$ cat config.mk
export PLATFORM = sky130hd
export DESIGN_NAME = seq_bit_tx_flat
export DESIGN_NICKNAME = d
export VERILOG_FILES = /design/src/rtl/seq_bit_tx_if.sv /design/src/rtl/seq_bit_tx.sv /design/src/flat_wrapper.sv
export SDC_FILE = /design/constraint.sdc
export NUM_CORES = 1
export LEC_CHECK = 0
export BUFFER_PORTS_ARGS = -buffer_cell sky130_fd_sc_hd__buf_2
export CAP_MARGIN = 20
export CORE_MARGIN = 2
export CORE_UTILIZATION = 40
export DETAILED_ROUTE_END_ITERATION = 10
export SLEW_MARGIN = 20
export SYNTH_ARGS = -nofsm -noshare
export SYNTH_HDL_FRONTEND = slang
export SYNTH_SLANG_ARGS = --single-unit
$ cat constraint.sdc
create_clock -name clk -period 3.9 [get_ports clk]
set_input_delay 0.195 -clock clk [delete_from_list [all_inputs] [get_ports clk]]
set_output_delay 0.195 -clock clk [all_outputs]
set_load 0.03 [all_outputs]
$ cat src/rtl/seq_bit_tx_if.sv
// rtl/seq_bit_tx_if.sv - parallel word handshake in, x/y serial link out, for seq_bit_tx.
// Optional match_cnt member is present only when SEQ_BIT_TX_CNT_EN is defined.
interface seq_bit_tx_if #(
  parameter int WIDTH = 8
);
  logic [WIDTH-1:0] din;
  logic             din_valid;
  logic             din_ready;
  logic             x;
  logic             x_valid;
  logic             busy;
  logic             word_done;
  logic             match_exp;
`ifdef SEQ_BIT_TX_CNT_EN
  logic [15:0]      match_cnt;

  modport master (
    output din, din_valid,
    input  din_ready, x, x_valid, busy, word_done, match_exp, match_cnt
  );
  modport slave (
    input  din, din_valid,
    output din_ready, x, x_valid, busy, word_done, match_exp, match_cnt
  );
`else
  modport master (
    output din, din_valid,
    input  din_ready, x, x_valid, busy, word_done, match_exp
  );
  modport slave (
    input  din, din_valid,
    output din_ready, x, x_valid, busy, word_done, match_exp
  );
`endif
endinterface

$ cat src/rtl/seq_bit_tx.sv
// rtl/seq_bit_tx.sv - word-to-bit serialiser with golden "1011" match pulse for detector benches.
// Defining SEQ_BIT_TX_CNT_EN adds a saturating 16-bit match counter.
module seq_bit_tx #(
  parameter int WIDTH      = 8,
  parameter int GAP_CYCLES = 0,
  parameter bit MSB_FIRST  = 1'b1
) (
  input  logic         clk,
  input  logic         rst_n,
  seq_bit_tx_if.slave  bus
);

  typedef enum logic [1:0] {
    IDLE  = 2'd0,
    SHIFT = 2'd1,
    GAP   = 2'd2
  } state_t;

  localparam logic [4:0] LAST_IDX = 5'(WIDTH - 1);
  localparam logic [3:0] GAP_LAST = 4'((GAP_CYCLES == 0) ? 0 : GAP_CYCLES - 1);
  localparam bit         HAS_GAP  = (GAP_CYCLES != 0);

  state_t           state_q;
  logic [WIDTH-1:0] sh_q;
  logic [4:0]       cnt_q;
  logic [3:0]       gap_q;
  logic             x_q;
  logic             x_valid_q;
  logic             word_done_q;
  // Only the three most recent bits need storing; the fourth is the live x.
  logic [2:0]       hist_q;

  logic din_ready_d;
  logic take_d;

  function automatic logic head_bit(input logic [WIDTH-1:0] w);
    return MSB_FIRST ? w[WIDTH-1] : w[0];
  endfunction

  function automatic logic [WIDTH-1:0] advance(input logic [WIDTH-1:0] w);
    return MSB_FIRST ? (w << 1) : (w >> 1);
  endfunction

  // Accepting during the final bit is what lets back-to-back words run bubble-free.
  assign din_ready_d = (state_q == IDLE) ||
                       ((state_q == SHIFT) && (cnt_q == 5'd0) && !HAS_GAP);
  assign take_d      = bus.din_valid && din_ready_d;

  always_ff @(posedge clk or negedge rst_n) begin
    if (!rst_n) begin
      state_q     <= IDLE;
      sh_q        <= '0;
      cnt_q       <= 5'd0;
      gap_q       <= 4'd0;
      x_q         <= 1'b0;
      x_valid_q   <= 1'b0;
      word_done_q <= 1'b0;
      hist_q      <= 3'd0;
    end else begin
      word_done_q <= 1'b0;
      if (x_valid_q) begin
        hist_q <= {hist_q[1:0], x_q};
      end
      if (take_d) begin
        state_q     <= SHIFT;
        x_q         <= head_bit(bus.din);
        x_valid_q   <= 1'b1;
        sh_q        <= advance(bus.din);
        cnt_q       <= LAST_IDX;
        word_done_q <= (WIDTH == 1);
      end else begin
        case (state_q)
          IDLE: begin
            x_q       <= 1'b0;
            x_valid_q <= 1'b0;
          end
          SHIFT: begin
            if (cnt_q != 5'd0) begin
              x_q         <= head_bit(sh_q);
              sh_q        <= advance(sh_q);
              cnt_q       <= cnt_q - 5'd1;
              word_done_q <= (cnt_q == 5'd1);
            end else begin
              x_q       <= 1'b0;
              x_valid_q <= 1'b0;
              if (HAS_GAP) begin
                state_q <= GAP;
                gap_q   <= GAP_LAST;
              end else begin
                state_q <= IDLE;
              end
            end
          end
          GAP: begin
            if (gap_q == 4'd0) begin
              state_q <= IDLE;
            end else begin
              gap_q <= gap_q - 4'd1;
            end
          end
          default: begin
            state_q   <= IDLE;
            x_q       <= 1'b0;
            x_valid_q <= 1'b0;
          end
        endcase
      end
    end
  end

  assign bus.din_ready = din_ready_d;
  assign bus.x         = x_q;
  assign bus.x_valid   = x_valid_q;
  assign bus.word_done = word_done_q;
  assign bus.busy      = (state_q != IDLE);
  assign bus.match_exp = x_valid_q && ({hist_q, x_q} == 4'b1011);

`ifdef SEQ_BIT_TX_CNT_EN
  logic [15:0] match_cnt_q;

  always_ff @(posedge clk or negedge rst_n) begin
    if (!rst_n) begin
      match_cnt_q <= 16'd0;
    end else if (bus.match_exp && (match_cnt_q != 16'hFFFF)) begin
      match_cnt_q <= match_cnt_q + 16'd1;
    end
  end

  assign bus.match_cnt = match_cnt_q;
`endif

endmodule
$ cat src/flat_wrapper.sv
// flat-port wrapper written by rule: the top's interface ports become plain ports
module seq_bit_tx_flat 
#(
  parameter int WIDTH      = 8,
  parameter int GAP_CYCLES = 0,
  parameter bit MSB_FIRST  = 1'b1
)
  (clk, rst_n, bus_din, bus_din_valid, bus_din_ready, bus_x, bus_x_valid, bus_busy, bus_word_done, bus_match_exp);
  seq_bit_tx_if #(.WIDTH(WIDTH)) bus_i ();
  input  logic clk;
  input  logic rst_n;
  input wire logic [$bits(bus_i.din)-1:0] bus_din;
  input wire logic [$bits(bus_i.din_valid)-1:0] bus_din_valid;
  output wire logic [$bits(bus_i.din_ready)-1:0] bus_din_ready;
  output wire logic [$bits(bus_i.x)-1:0] bus_x;
  output wire logic [$bits(bus_i.x_valid)-1:0] bus_x_valid;
  output wire logic [$bits(bus_i.busy)-1:0] bus_busy;
  output wire logic [$bits(bus_i.word_done)-1:0] bus_word_done;
  output wire logic [$bits(bus_i.match_exp)-1:0] bus_match_exp;
  assign bus_i.din = bus_din;
  assign bus_i.din_valid = bus_din_valid;
  assign bus_din_ready = bus_i.din_ready;
  assign bus_x = bus_i.x;
  assign bus_x_valid = bus_i.x_valid;
  assign bus_busy = bus_i.busy;
  assign bus_word_done = bus_i.word_done;
  assign bus_match_exp = bus_i.match_exp;
  seq_bit_tx #(.WIDTH(WIDTH), .GAP_CYCLES(GAP_CYCLES), .MSB_FIRST(MSB_FIRST)) u_core (.clk(clk), .rst_n(rst_n), .bus(bus_i));
endmodule
Word level (Yosys, flattened, before mapping)
Index checks and enable logic that the tools add are counted.

Flip-flop bits (word level): 25. Input bits: 11. Output and inout port bits: 6. Word-level logic and storage cells: 54.

Add/sub/neg operators: 2. Equal/unequal tests: 8. Multiplexer cells: 19. Bitwise operators: 2. Reductions and logical operators: 15.

Operator list (count): 8-bit 2-to-1 mux (3); 5-bit 2-to-1 mux (3); 1-bit 2-to-1 mux (7); 2-bit 2-to-1 mux (3); 2-bit one-hot mux with 3 select lines (1); 3-bit AND reduction (2); 2-bit nonzero test (3); 5-bit by 1-bit equality test with 1-bit output (second input constant) (1); 5-bit logical NOT (1); 5-bit nonzero test (1); 5-bit by 1-bit subtractor with 5-bit output (second input constant) (1); 4-bit equality test (second input constant) (1); 4-bit logical NOT (1); 2-bit by 1-bit != test with 1-bit output (second input constant) (2); 1-bit one-hot mux with 2 select lines (2); 2-bit AND reduction (2); 4-bit by 1-bit subtractor with 4-bit output (second input constant) (1); 1-bit logical AND (3); 3-bit by 1-bit != test with 1-bit output (second input constant) (1); 3-bit by 2-bit != test with 1-bit output (second input constant) (1); 2-bit by 1-bit equality test with 1-bit output (second input constant) (1); 2-bit equality test (second input constant) (1); 2-bit logical NOT (1); 1-bit NOT (2); 1-bit logical OR (1).

Longest topological paths before layout
Gate-level depths: netlist of run 1.

Depth after elaboration: 6. Mapped depth: 6. Depth with buffers taken out: 5.

Worst setup path after synthesis of run 1
No wires, ideal clock.

Kind: reg-to-output. From: register u_core.x_valid_q (netlist: u_core.bus.x_valid). To: output port bus_match_exp. Data arrival time: 1652 ps. Required time: 3705 ps. Slack: 2053 ps. Cell stages (with the launch flop): 3. Buffers on the path: 0. Cells stage by stage: dfrtp_1 > nand2_1 > nor4bb_1.

Word-level cells in the longest chain between the ends: 1.

RTL lines: from (decl) (line seq_bit_tx.sv:28) `logic x_valid_q;`; from (signal assigned) (line seq_bit_tx.sv:56) `x_valid_q <= 1'b0;`; from (signal assigned) (line seq_bit_tx.sv:67) `x_valid_q <= 1'b1;`; from (signal assigned) (line seq_bit_tx.sv:75) `x_valid_q <= 1'b0;`; 1-bit logical AND (line seq_bit_tx.sv:116) `assign bus.match_exp = x_valid_q && ({hist_q, x_q} == 4'b1011);`; to (decl) (line flat_wrapper.sv:19) `output wire logic [$bits(bus_i.match_exp)-1:0] bus_match_exp;`.

Every way passes these cells.

Final worst setup path of run 1
From: register u_core.state_q[0]. To: output port bus_din_ready.

Word-level cells in the longest chain between the ends: 3. Elaborated cells between the ends (all ways): 4. Classes of those cells: eq/ne (1); reduce/logical (3).

RTL lines: from (decl) (line seq_bit_tx.sv:23) `state_t state_q;`; from (signal assigned) (line seq_bit_tx.sv:51) `state_q <= IDLE;`; from (signal assigned) (line seq_bit_tx.sv:65) `state_q <= SHIFT;`; from (signal assigned) (line seq_bit_tx.sv:87) `state_q <= GAP;`; 2-bit by 1-bit equality test with 1-bit output (line seq_bit_tx.sv:46) `((state_q == SHIFT) && (cnt_q == 5'd0) && !HAS_GAP);`; 1-bit logical AND (line seq_bit_tx.sv:46); 1-bit logical OR * (line seq_bit_tx.sv:45) `assign din_ready_d = (state_q == IDLE) ||`; to (decl) (line flat_wrapper.sv:14) `output wire logic [$bits(bus_i.din_ready)-1:0] bus_din_ready;`.

Every way passes the cells marked *; elsewhere a longest branch is shown, timed or not.

==> impl_metrics.ini, run 1 <==
[layout]
final_cell_mix = dfrtp_1, buf_2, nand3_1
area_delta_synth_final_pct = 13.3
layout_commonest_cell = dfrtp_1
diodes = 0
layout-drive-gt1-share = 0.283
final_nets = 114

[global_route]
grt_pass1_wl_um = 2810
grt.total_usage = 0.146
grt_overflow = 0
grt_pass1_vias = 606
antenna_found_initial = 0
grt_max_degree = 20

[drt]
vias = 675
firstDrtPassIters = 4
vias_per_cell = 5.31
routed_wirelength_um = 1660
drt_drc_violations_left = 0
wl_per_cell_um = 13.1
antenna_left = 0
drt_iter0_drc = 4

[cts]
cts_sinks = 19
cts_tree = done
cts.repair.resized = 0
cts_buffers = 3
clk_transition_reported_paths_ns = 0.11
htree_levels = 1
clock_latency_ns = 0.30
ctsRootBufferMaster = clkbuf_4
cts.path.max_buffers = 2
postCtsSetupBuffers = 0

[worst_setup_path]
reg2reg_slack_ns = 1.93
r2r-start = u_core.state_q[0]$_DFFE_PN0P_
r2r_end = u_core.bus.x_valid$_DFFE_PN0P_
cp.required_ns = 3.70
endpoint_kind = output pin
worstSetupStartpointType = flop
worst_ep_arrival_time_ns = 2.18
path_class = flop to output pin
r2r_cells = 3
critPathMaxFanout = 17

[floorplanning]
die-area_um2 = 2710
core-area_um2 = 2190
dieWidth_um = 52.0
num_io_pins = 17
initial_core_util = 0.421
rows = 17
fp.dieH_um = 52.0

[placement]
portBuffers = 16
gp_congestion = 0.746
hpwl_um = 1150

[synth]
synth_area_um2 = 923
synth_top_area_cell = dfrtp_1
syn_avg_cell_area_um2 = 11.1
yosysWarnings = 0
ys_seq_elements = 19
ys_seq_area_frac = 0.515
ys_types = 26
netlist_top_cells_area = dfrtp_1, mux2i_1, nand3_1
synthCells = 83
synth_top_area_frac = 0.515
synthesis.nets = 97

[timing]
max_slew_margin = 0.441
whs_ns = 0.156
tightest_slew_ns = 0.838
drv_slew = 0
skew_ns = 0.0111
min_period_over_period = 0.608
timing.final.hold_violations = 0
rsz0062_at_grt = false
tns_ns = 0
fin_crit_ns = 2.37
setup_viol = 0
max_clock_freq_ghz = 0.422

[pwr]
ir_drop_uv = 352
p_leak_nw = 0.515
powerDensity_nw_per_um2 = 660

[worst_hold_path]
worstHoldStart = bus_din[7]
hp-class = primary input to flop
worstHoldPathCells = 3
hold_end = u_core.bus.x$_DFF_PN0_

[outcome]
status = finished, final reports clean

[run]
maxCapViolations = 0
==> cells in the mapped netlist, drive strengths merged <==
library cell,instances
dfrtp,19
nand3,9
mux2i,8
o21ai,7
inv,6
buf,4
mux2,4
ha,3
nor2,3
o311ai,3
a21oi,2
and3,2
nand2,2
a211oi,1
a31oi,1
clkbuf,1
nand2b,1
nand3b,1
nand4,1
nor3,1
nor4,1
nor4bb,1
o31a,1
or4b,1
==> worst max-delay path, stage by stage, from the launching register on <==
cell and delay, ns:
dfrtp_1 0.66, inv_1 0.11, a21oi_1 0.67, inv_1 0.20, buf_2 0.23
==> layer usage <==
layer	vias up	GRT usage	share of wire
met4	0	0.0526	0.0078
met5	-	0	0
met3	2	0.0603	0.057
met1	324	0.177	0.47
met2	16	0.230	0.46
li1	333	-	-
==> area by class of cell <==
type	count	area (um^2)
Clock buffer	3	22.5
Timing Repair Buffer	17	90.1
Sequential cell	19	475
Clock inverter	1	5.00
Multi-Input combinational cell	53	395
Inverter	6	22.5
Fill cell	203	1140
Tap cell	28	35.0
==> power breakdown <==
| part | switching [W] | internal [W] | leakage [nW] | total, W |
|---|---|---|---|---|
| Combinational | 0.000136 | 0.000114 | 0.254 | 0.000250 |
| Clock | 0.0000574 | 0.0000382 | 0.0177 | 0.0000956 |
| Sequential | 0.0000754 | 0.000269 | 0.243 | 0.000345 |
| Total | 0.000269 | 0.000422 | 0.515 | 0.000690 |
==> metrics by stage <==
stage / cells / setup slack, ns / power (W) / utilization / instance area, um^2
finish: 127 / 1.53 / 0.000690 / 0.477 / 1050
global route: 127 / 1.24 / 0.000752 / 0.477 / 1050
floorplan: 83 / 2.05 / 0.000532 / - / 923
CTS: 127 / 1.44 / 0.000702 / 0.477 / 1050
detailed placement: 122 / 1.78 / 0.000602 / 0.460 / 1010
global placement: 122 / 1.85 / 0.000591 / 0.460 / 1010
==> cell families (layout without fill, tap and decap cells) <==
family,Yosys count,count (layout),share of synthesized area
simple gates,23,23,0.144
fa+ha+maj,3,3,0.0407
flops,19,19,0.515
buf+inv,11,27,0.0569
compound gates,15,15,0.108
mux,12,12,0.136
==> registers in the layout (all words and copies together) (netlist names) <==
register / count
u_core.bus.word_done: 1
u_core.bus.x: 1
u_core.bus.x_valid: 1
u_core.cnt_q: 5
u_core.hist_q: 3
u_core.sh_q: 7
u_core.state_q: 1
==> worst max path at each step <==
stage          cells after the start             to                            from  slack (ns)
2_1_floorplan                      2  bus_match_exp  u_core.bus.x_valid$_DFFE_PN0P_        2.05
3_3_place_gp                       4  bus_din_ready   u_core.state_q[0]$_DFFE_PN0P_        1.85
3_5_place_dp                       4  bus_din_ready   u_core.state_q[0]$_DFFE_PN0P_        1.78
4_1_cts                            4  bus_din_ready   u_core.state_q[0]$_DFFE_PN0P_        1.44
5_1_grt                            4  bus_din_ready   u_core.state_q[0]$_DFFE_PN0P_        1.24
6_report                           4  bus_din_ready   u_core.state_q[0]$_DFFE_PN0P_        1.53
==> what timing repair did <==
action	CTS	global route
hold buffers	1	0
setup endpoints to repair	0	0
endpoints found under the hold margin	19	0
(Power assumes the default switching activity.)
==> run 2, diff against run 1 <==
==> constraint.sdc (replaced) <==
create_clock -name clk -period 2.3 [get_ports clk]
set_input_delay 0.115 -clock clk [delete_from_list [all_inputs] [get_ports clk]]
set_output_delay 0.115 -clock clk [all_outputs]
set_load 0.03 [all_outputs]
==> run 2 against run 1 <==
Wire length down 1.5%. Hold slack got worse by 0.094 ns. Sequential cell count did not move. Final area up 0.72%. Critical path depth increased by 1. Clock power increased by 72%. Core utilization rose by 0.34 points. Critical path type unchanged. Critical endpoint unchanged. Largest power group unchanged.
==> impl_metrics.ini, run 2 (same netlist as run 1, synthesis figures left out) <==
[placement]
gp_congestion = 0.776
portBuffers = 16
dp.cells = 123
hpwl_um = 1160

[cts]
ctsRootBufferMaster = clkbuf_4
cts_buffers = 3
htree_levels = 1
clock_latency_ns = 0.30
cts_tree = done
cts.path.max_buffers = 2
postCtsSetupBuffers = 0
cts_sinks = 19
clk_transition_reported_paths_ns = 0.11

[pwr]
ir_drop_uv = 562
p_leak_nw = 0.519
powerDensity_nw_per_um2 = 1120

[timing]
skew_ns = 0.0136
max_slew_margin = 0.671
max_clock_freq_ghz = 0.551
drv_slew = 0
min_period_over_period = 0.788
whs_ns = 0.0616
fin_crit_ns = 1.81
tns_ns = 0
timing.final.hold_violations = 0
tightest_slew_ns = 0.494
rsz0062_at_grt = false
setup_viol = 0

[global_route]
antenna_found_initial = 0
grt_overflow = 0
grt_pass1_vias = 689
grt_max_degree = 20
grt_pass1_wl_um = 2930
grt.total_usage = 0.148

[worst_setup_path]
crit_cells = 5
r2r_cells = 5
endpoint_kind = output pin
cp_common_cell = inv_1
worstPathCellList = inv_1 > a21oi_1 > buf_4 > inv_1 > buf_2
cp.buffers_inverters = 4
crit_family = flip-flops
r2r-start = u_core.cnt_q[0]$_DFFE_PN0P_
cp-startpoint = u_core.state_q[0]$_DFFE_PN0P_
path_class = flop to output pin
critical_path.max_stage_delay_ns = 0.67
critPathMaxFanout = 17
worst_ep_arrival_time_ns = 1.70
cp.required_ns = 2.18
cp_slowest_cell = dfrtp_1
worstSetupStartpointType = flop

[drt]
drt_iter0_drc = 5
wl_per_cell_um = 12.8
vias = 676
routed_wirelength_um = 1640
firstDrtPassIters = 3
drt_drc_violations_left = 0
vias_per_cell = 5.28
antenna_left = 0

[floorplanning]
core-area_um2 = 2190
rows = 17
fp.dieH_um = 52.0
initial_core_util = 0.421
die-area_um2 = 2710
num_io_pins = 17
dieWidth_um = 52.0

[layout]
final_cell_mix = dfrtp_1, buf_2, nand3_1
final_cells = 128
diodes = 0
area_delta_synth_final_pct = 14.1
largest_register = u_core.sh_q
layout-drive-gt1-share = 0.290
largestRegisters = u_core.sh_q x7, u_core.cnt_q x5, u_core.hist_q x3
layout_commonest_cell = dfrtp_1
largest_register_ffs = 7
final_nets = 115

[run]
maxCapViolations = 0

[worst_hold_path]
hp-class = primary input to flop
worstHoldStart = bus_din[7]
worstHoldPathCells = 3

[outcome]
status = finished, final reports clean
## run 2: area by class of cell
class | instances | area [um^2]
well taps | 28 | 35.0
multi-input cells | 53 | 395
repair buffers | 18 | 97.6
clock inverters | 1 | 5.00
flip-flops and latches | 19 | 475
inverters | 6 | 22.5
fillers | 216 | 1140
clock buffers | 3 | 22.5
## run 2: power breakdown
group          internal (W)  leakage (nW)  switching, W
logic              0.000200         0.258      0.000227
registers          0.000457         0.243      0.000131
clock network     0.0000648        0.0177     0.0000996
## run 2: path summary, 6_finish.rpt
kind / endpoint / slack, ns
min: u_core.bus.x$_DFF_PN0_ / 0.06
max reg2reg: u_core.cnt_q[0]$_DFFE_PN0P_ / 0.62
min reg2reg: u_core.sh_q[5]$_DFFE_PN0P_ / 0.51
min in group asynchronous: u_core.cnt_q[2]$_DFFE_PN0P_ / 0.26
max: bus_din_ready / 0.49
max in group asynchronous: u_core.cnt_q[4]$_DFFE_PN0P_ / 1.74
## run 2: stage by stage
step | instance area [um^2] | util | worst slack (ns) | power, W
final | 1050 | 0.481 | 0.486 | 0.00118
after global routing | 1050 | 0.481 | 0.316 | 0.00128
after CTS | 1050 | 0.481 | 0.466 | 0.00120
after detailed placement | 1020 | 0.464 | 0.639 | 0.00103
after global placement | 1020 | 0.464 | 0.687 | 0.00101
after floorplan | 923 | - | 0.533 | 0.000902
## run 2: layer usage
layer	global-route usage	vias to the layer above	wire [um]
met3	0.0603	2	89
met4	0.0395	0	10
met1	0.172	330	751
li1	-	332	-
met2	0.251	12	785
met5	0	-	0
## run 2: worst register-to-register path, delay by kind of cell (launching register included)
| kind | cells | cell delay, ns |
|---|---|---|
| compound gates | 2 | 0.30 |
| fa+ha+maj | 1 | 0.16 |
| buf+inv | 1 | 0.10 |
| flops | 1 | 0.46 |
| simple gates | 1 | 0.55 |
## run 2: what timing repair did
| action | 4_1_cts | 5_1_grt |
|---|---|---|
| endpoints found under the hold margin | 19 | 0 |
| hold buffers | 1 | 0 |
| gates resized for setup | 0 | 0 |
==> run 3, diff against run 2 <==
==> constraint.sdc (replaced) <==
create_clock -name clk -period 1.7 [get_ports clk]
set_input_delay 0.085 -clock clk [delete_from_list [all_inputs] [get_ports clk]]
set_output_delay 0.085 -clock clk [all_outputs]
set_load 0.03 [all_outputs]
==> run 3 against run 2 <==
Sequential cell count unchanged. Clock skew is 0.012 ns lower. Sequential share of layout area down 4.2 points. Combinational power increased by 88%. Largest power group is now combinational cells.
==> impl_metrics.ini, run 3 (same netlist as run 1, synthesis figures left out) <==
[drt]
wl_per_cell_um = 13.9
firstDrtPassIters = 4
vias = 732
vias_per_cell = 5.42
drt_iter0_drc = 5
routed_wirelength_um = 1870
route.met3.wl_um = 90
dr.max_layer_used = met4
wl_met1_um = 806
drt_drc_violations_left = 0
antenna_left = 0
wl_met2_um = 929

[layout]
final_cell_area_um2 = 1160
num-fill-cells = 204
layout_commonest_cell = dfrtp_1
largest_register = u_core.sh_q
largest_register_ffs = 7
diodes = 0
final_cell_mix = dfrtp_1, buf_2, nand3_1
largestRegisters = u_core.sh_q x7, u_core.cnt_q x5, u_core.hist_q x3
layout-drive-gt1-share = 0.402
final_cells = 135
final_nets = 122
area_delta_synth_final_pct = 26.0

[placement]
hpwl_um = 1200
gp_congestion = 0.726
portBuffers = 16
place_area_um2 = 1040
dp.cells = 126

[floorplanning]
die-area_um2 = 2710
dieWidth_um = 52.0
initial_core_util = 0.421
fp.dieH_um = 52.0
num_io_pins = 17
rows = 17
core-area_um2 = 2190

[outcome]
status = finished, final reports clean

[worst_setup_path]
endpoint_kind = output pin
worstSetupStartpointType = flop
r2r_cells = 6
critPathMaxFanout = 7
cp.required_ns = 1.62
worst_ep_arrival_time_ns = 1.54
path_class = flop to output pin

[pwr]
powerDensity_nw_per_um2 = 1580
ir_drop_uv = 646
p_leak_nw = 0.550

[timing]
tightest_slew_ns = 0.430
min_period_over_period = 0.956
drv_slew = 0
setup_viol = 0
whs_ns = 0.0227
max_clock_freq_ghz = 0.615
fin_crit_ns = 1.63
skew_ns = 0.00151
max_slew_margin = 0.713
timing.final.hold_violations = 0

[global_route]
antenna_found_initial = 0
grt.total_usage = 0.163
grt_max_degree = 20
grt_pass1_wl_um = 3090
grt_overflow = 0
grt_pass1_vias = 666

[cts]
htree_levels = 1
cts_tree = done
cts_buffers = 3
clock_latency_ns = 0.30
cts.path.max_buffers = 2
clk_transition_reported_paths_ns = 0.12
ctsRootBufferMaster = clkbuf_4
cts_sinks = 19

[run]
maxCapViolations = 0

[worst_hold_path]
hp-class = primary input to flop
worstHoldPathCells = 3
[run 3: metal layers]
metal  global-route usage  up-vias
met5                    0        -
met4                0.105        0
met3               0.0259        4
met2                0.272       16
met1                0.191      359
li1                     -      353
[run 3: final cells by class]
class                   count  area (um^2)  share of cell area
clock inverters             1         7.51             0.00645
repair buffers             24          143               0.123
inverters                   6         22.5              0.0194
well taps                  28         35.0              0.0301
clock buffers               3         22.5              0.0194
flip-flops and latches     19          477               0.410
multi-input cells          54          457               0.392
[run 3: timing repair]
item / CTS / global route
cloned: 0 / 1
setup buffers: 0 / 3
hold buffers: 1 / 0
endpoints found under the setup margin: 1 / 11
pin swaps: 0 / 0
hold endpoints to repair: 19 / 0
gates resized for setup: 4 / 6
[run 3: path summary, 6_finish.rpt]
path | start | end | slack, ns
hold reg to reg | u_core.sh_q[4]$_DFFE_PN0P_ | u_core.sh_q[5]$_DFFE_PN0P_ | 0.52
setup reg to reg | u_core.cnt_q[0]$_DFFE_PN0P_ | u_core.sh_q[7]$_DFFE_PN0P_ | 0.08
setup / recovery | u_core.cnt_q[3]$_DFFE_PN0P_ | bus_din_ready | 0.07
min in group asynchronous | rst_n | u_core.hist_q[1]$_DFFE_PN0P_ | 0.24
max in group asynchronous | rst_n | u_core.cnt_q[2]$_DFFE_PN0P_ | 1.15
hold / removal | bus_din[0] | u_core.sh_q[1]$_DFFE_PN0P_ | 0.02
[run 3: through the flow]
step	setup TNS [ns]	setup slack, ns	power (W)	utilization
floorplan	0	0.0816	0.00123	-
global placement	0	0.113	0.00140	0.477
detailed placement	0	0.0778	0.00143	0.477
CTS	0	0.00897	0.00171	0.504
global route	-0.0132	-0.00646	0.00199	0.531
finish	0	0.0747	0.00184	0.531
[run 3: power breakdown]
| part | leakage [nW] | internal, W | switching [W] |
|---|---|---|---|
| Sequential | 0.242 | 0.000620 | 0.000177 |
| Clock | 0.0139 | 0.0000896 | 0.000152 |
| Combinational | 0.293 | 0.000392 | 0.000409 |
[run 3: critical path, cell delays in order (launching register included)]
cell,delay [ns]
dfrtp_1,0.49
nor3_4,0.30
a21oi_4,0.12
inv_1,0.12
buf_2,0.21
